[config.mk]
export PLATFORM = sky130hd
export DESIGN_NAME = hc161_timer_ctrl
export DESIGN_NICKNAME = d
export VERILOG_FILES = /design/src/rtl/hc161_timer_ctrl.sv
export SDC_FILE = /design/constraint.sdc
export NUM_CORES = 1
export LEC_CHECK = 0
export ABC_AREA = 1
export BUFFER_PORTS_ARGS = -buffer_cell sky130_fd_sc_hd__buf_2
export CAP_MARGIN = 25
export CORE_MARGIN = 8
export CORE_UTILIZATION = 30
export CTS_CLUSTER_DIAMETER = 50
export CTS_CLUSTER_SIZE = 40
export DETAILED_ROUTE_END_ITERATION = 12
export GPL_TIMING_DRIVEN = 1
export HOLD_SLACK_MARGIN = 0.08
export SLEW_MARGIN = 20
export SYNTH_ARGS = -nofsm -noshare
export SYNTH_HDL_FRONTEND = slang
export SYNTH_SLANG_ARGS = --single-unit
[constraint.sdc]
create_clock -name CP -period 2.4 [get_ports CP]
set_input_delay 0.36 -clock CP [delete_from_list [all_inputs] [get_ports CP]]
set_output_delay 0.36 -clock CP [all_outputs]
set_load 0.01 [all_outputs]
[src/rtl/hc161_timer_ctrl.sv]
// Sequencer for a cascaded 74x161 counter chain: preset load, count gating, tick/done generation.
// Optional interrupt output enabled by defining HC161_TIMER_IRQ_EN.
module hc161_timer_ctrl #(
  parameter  int STAGES = 2,
  parameter  int TCNT_W = 8,
  localparam int W      = 4 * STAGES
) (
  input  logic              CP,
  input  logic              MR_n,
  input  logic              start,
  input  logic              stop,
  input  logic              pause,
  input  logic              mode,
  input  logic [W-1:0]      period,
  input  logic              tc,
  output logic              pe_n,
  output logic              cep_n,
  output logic              cet_n,
  output logic [W-1:0]      d,
  output logic              busy,
  output logic              tick,
  output logic              done,
  output logic [TCNT_W-1:0] tick_cnt,
  output logic              cfg_err
`ifdef HC161_TIMER_IRQ_EN
  ,
  input  logic              irq_clr,
  output logic              irq
`endif
);

  typedef enum logic [1:0] {S_IDLE, S_LOAD, S_RUN, S_DONE} state_t;

  state_t              r_state;
  logic                r_mode;
  logic [W-1:0]        r_preset;
  logic                r_busy;
  logic [TCNT_W-1:0]   r_tick_cnt;
  logic                r_cfg_err;

  logic                w_accept;
  logic                w_evt;

  // The chain counts up from the preset and raises tc at all-ones, so the preset is -max(P,2).
  function automatic logic [W-1:0] preset_of(input logic [W-1:0] p);
    logic [W-1:0] pe;
    pe = (p < W'(2)) ? W'(2) : p;
    return (~pe) + W'(1);
  endfunction

  assign w_accept = (r_state == S_IDLE) && start && !stop;
  assign w_evt    = (r_state == S_RUN) && tc && !pause && !stop;

  assign tick     = w_evt;
  assign done     = (r_state == S_DONE) && !stop;
  // Auto-reload pulls pe_n low in the terminal-count cycle so the reload costs no extra cycle.
  assign pe_n     = !(((r_state == S_LOAD) && !stop) || (w_evt && r_mode));
  assign cep_n    = !((r_state == S_RUN) && !pause && !stop);
  assign cet_n    = (r_state != S_RUN);
  assign d        = r_preset;
  assign busy     = r_busy;
  assign tick_cnt = r_tick_cnt;
  assign cfg_err  = r_cfg_err;

  always_ff @(posedge CP or negedge MR_n) begin
    if (!MR_n) begin
      r_state    <= S_IDLE;
      r_mode     <= 1'b0;
      r_preset   <= '0;
      r_busy     <= 1'b0;
      r_tick_cnt <= '0;
      r_cfg_err  <= 1'b0;
    end else if (stop) begin
      r_state <= S_IDLE;
      r_busy  <= 1'b0;
    end else begin
      case (r_state)
        S_IDLE: begin
          if (w_accept) begin
            r_state    <= S_LOAD;
            r_busy     <= 1'b1;
            r_mode     <= mode;
            r_preset   <= preset_of(period);
            r_tick_cnt <= '0;
            r_cfg_err  <= (period < W'(2));
          end
        end
        S_LOAD: begin
          r_state <= S_RUN;
          r_busy  <= 1'b1;
        end
        S_RUN: begin
          if (w_evt) begin
            r_tick_cnt <= r_tick_cnt + TCNT_W'(1);
            if (!r_mode) begin
              r_state <= S_DONE;
              r_busy  <= 1'b0;
            end
          end
        end
        S_DONE: begin
          r_state <= S_IDLE;
          r_busy  <= 1'b0;
        end
        default: begin
          r_state <= S_IDLE;
          r_busy  <= 1'b0;
        end
      endcase
    end
  end

`ifdef HC161_TIMER_IRQ_EN
  logic r_irq;

  always_ff @(posedge CP or negedge MR_n) begin
    if (!MR_n)
      r_irq <= 1'b0;
    else if (tick || done)
      r_irq <= 1'b1;
    else if (irq_clr)
      r_irq <= 1'b0;
  end

  assign irq = r_irq;
`endif

endmodule

==> impl_results.rst <==
.. list-table::
   :header-rows: 1

   * - Metric
     - Value
   * - Core region area
     - 3970 sq um
   * - Most common cell on crit path
     - inv_1
   * - Antenna-violating nets left
     - 0
   * - Number of warning messages in the yosys log
     - 0
   * - Maximum frequency from static timing analysis
     - 454 MHz
   * - Adder-cell share of the synthesized area
     - 6.09%
   * - Data arrival time at the worst-slack endpoint
     - about 1.8 ns
   * - Levels on crit path
     - 9
   * - Overall global routing resource usage
     - a little over 10%
   * - Largest net degree at the start of global routing
     - 22
   * - Post-Syn Area per Cell
     - 7.85 sq um
   * - Count of TritonRoute iterations in the first routing pass
     - 4
   * - Antenna cells
     - 0
   * - Req. time, crit path
     - 2.04 ns
   * - Number of buffers between clock root and the deepest sink
     - 2
   * - CTS hold repair buffers
     - 1
   * - Clock input transition at the sequential cells of the worst setup and hold paths
     - ~0.080 ns
   * - Starting density of the core
     - 31.0%
   * - Mean routed wirelength per cell
     - 11.6 um
   * - Total via count after detailed routing
     - 1146
   * - Start point of the worst hold path
     - mode
   * - Area fraction in compound gates after synthesis
     - 11.6%
   * - Wire length reported by the detailed router
     - 2.88 mm
   * - Worst clock skew
     - approximately 0.0049 ns
   * - Crit path time final
     - approximately 2.2 ns
   * - Hold Violations, Final
     - 0
   * - Total negative slack
     - 0 ns
   * - Area fraction in and, or, nand and nor cells after synthesis
     - 28.5%
   * - Endpoint of the lowest-slack register-to-register path
     - tick_cnt[7]
   * - Global-route wire length before repair
     - 5.40 mm
   * - Sum of net half-perimeters after detailed placement
     - about 2.4 mm
   * - Yosys reg bits
     - 21
   * - Layout overhead on the synthesized area
     - 24.6%
   * - Die Span X
     - 80.1 um
   * - R2R depth
     - 8
   * - Final nets
     - 221
   * - Startpoint type of the worst setup path
     - register
   * - Footprint of the flip-flops and latches
     - around 530 sq um
   * - CTS tree
     - built
   * - Post-Syn Nets
     - 178
   * - RSZ-0062 raised after global routing
     - no
   * - GRT overflow
     - 0
   * - Cells after Synth
     - 157
   * - Startpoint of the worst setup timing path
     - r_state[0]
   * - Maximum level of the CTS H-tree
     - 1
   * - Via count of the first global-routing pass
     - 1263
   * - Port bufs
     - 37
   * - Critical-path cell with the highest stage delay
     - dfrtp_1
   * - Start-to-end type of the worst setup path
     - reg2out
   * - Final worst slack
     - 0.198 ns
   * - Site Rows
     - 23
   * - Kind of capture point of the worst setup path
     - output port
   * - # IOs
     - 38
   * - Area of the multi-input gates
     - 613 sq um
   * - Leading cell type in the layout, fill and taps excluded
     - nand2_1
   * - Number of buffers inserted to repair setup after CTS
     - 0
   * - Reg2Reg Setup Slack
     - 0.57 ns
   * - Post-synthesis sequential area ratio
     - 42.6%
   * - Result of the run
     - finished clean
   * - Number of cells in the finished layout apart from fillers
     - 249
   * - Die area
     - 6420 sq um
   * - Post-Place Worst Slack
     - between 0.4 and 0.5 ns
   * - Count of final max-slew check failures
     - 0
   * - Share of layout cells above drive strength 1
     - 26.6%
   * - Final Cycle Share
     - around 92%
   * - Fillers
     - 430
   * - Cell family contributing the most delay on the critical path
     - flip-flops
   * - Count of distinct cell types in the synthesized netlist
     - 27
   * - Placed Cells
     - ~240
   * - Final setup fails
     - 0
   * - Total power draw
     - 1.24 mW
   * - Crit-path max cell delay
     - approximately 0.42 ns
   * - Sum of buffers and inverters on the critical path
     - 4
   * - Synth Cell Area
     - 1230 sq um
   * - Max-cap check violation count
     - 0
   * - Root Driver
     - clkbuf_8
   * - Die Ht
     - 80.1 um
   * - Post-route DRC violation count
     - 0
   * - Skew-Pair Late Insertion Delay
     - 0.26 ns
   * - RD Place Congestion
     - 0.811
   * - Max VDD drop
     - 0.322 mV
   * - Worst setup path endpoint
     - pe_n
   * - Resize count post-CTS
     - 0
   * - Antenna violations before repair
     - 0
   * - Clock sink total
     - 21
   * - Dominant combinational cell family by area after synthesis
     - simple AND/OR/NAND/NOR gates
   * - R2r startpoint
     - r_state[0]
   * - Mux contribution to synthesized area
     - 0%
   * - Xor/xnor cell area share of the yosys netlist
     - 3.55%
   * - Worst min-delay path category
     - in2reg
   * - Number of buffers created by CTS
     - 3
   * - Drt via density
     - 4.60
   * - CP Max Fanout
     - 8
   * - Most frequent cells in the layout
     - nand2_1 (43), buf_2 (37), dfrtp_1 (21)
   * - Actual slew at the worst max-slew pin
     - 0.462 ns
   * - Static leakage
     - 0.805 nW
   * - Total power per unit cell area
     - 808 nW/um^2
   * - CP Cell Sequence
     - inv_1 > ha_1 > inv_2 > nor2_2 > nand2_2 > nor2_4 > a22o_1 > inv_1 > buf_2
   * - Max-Slew Margin vs Limit
     - 69.2%
   * - Initial DRC count
     - 50
[cells in the mapped netlist]
library cell,number,area [sq um]
nor3b_1,1,7.51
nor2_1,10,37.5
nand4_1,3,18.8
ha_1,6,75.1
o21ai_0,10,50.1
nor2_4,1,11.3
nor2_2,1,6.26
nand2_1,43,161
or2_2,3,18.8
buf_6,1,11.3
nand3_1,10,50.1
nand2_2,1,6.26
a21oi_1,3,15.0
nor3_1,4,20.0
o31ai_1,3,22.5
nor4_1,1,6.26
xnor2_1,1,8.76
clkbuf_1,1,3.75
a22o_1,1,8.76
inv_1,20,75.1
a31oi_1,1,6.26
inv_2,1,3.75
o21ai_2,4,35.0
xor2_1,4,35.0
o21ai_1,1,5.00
dfrtp_1,21,526
nand3b_1,1,7.51
[flip-flops by register name (all words and copies together), names as in the netlist]
name and flops:
busy 1, cfg_err 1, d 8, r_mode 1, r_state 2, tick_cnt 8
[final cells by class]
class | instances | share of cell area (%)
clock buffer | 4 | 2.93
inverter | 21 | 5.13
multi-input combinational | 113 | 39.9
sequential | 21 | 34.2
tap | 50 | 4.07
timing repair buffer | 40 | 13.7
[power breakdown]
part           switching (mW)  total (mW)  internal [mW]
combinational           0.298       0.487          0.189
clock                   0.112       0.230          0.118
sequential             0.0679       0.523          0.455
total                   0.478        1.24          0.762
[cells by family (layout without fill, tap and decap cells)]
family	after synthesis	after routing
xor gates and xnor gates	5	5
adders and majority gates	6	6
and+or+nand+nor	79	79
AOI/OAI and AO/OA	23	23
DFF	21	21
buffers and inverters	23	65
[worst register-to-register path, delay by kind of cell (launching register included)]
family / cells / cell delay [ns]
flops: 1 / 0.42
simple gates: 1 / 0.06
buf+inv: 3 / 0.43
compound gates: 3 / 0.48
fa+ha+maj: 1 / 0.31
[layer usage]
metal / GRT usage, % / vias to the layer above / share of wire, %
li1: - / 596 / -
met1: 12.2 / 515 / 46
met2: 16.9 / 33 / 46
met3: 3.91 / 2 / 7.3
met4: 2.73 / 0 / 0.66
met5: 0 / - / 0
[how the worst min path moves through the flow]
stage | end | slack (ns) | cells after the start
finish | r_mode | 0.30 | 3
global route | r_mode | 0.31 | 3
CTS | r_mode | 0.30 | 3
detailed placement | tick_cnt[7] | 0.35 | 1
global placement | tick_cnt[3] | 0.35 | 1
floorplan | busy | 0.06 | 0
[metrics by stage]
stage | utilization, % | cell area (sq um) | hold slack [ns]
after CTS | 38.7 | 1540 | 0.300
after floorplan | - | 1230 | 0.0644
after global routing | 38.7 | 1540 | 0.307
after detailed placement | 37.3 | 1480 | 0.351
final | 38.7 | 1540 | 0.303
after global placement | 37.3 | 1480 | 0.349
No activity file was read; power rests on OpenSTA's default activity.
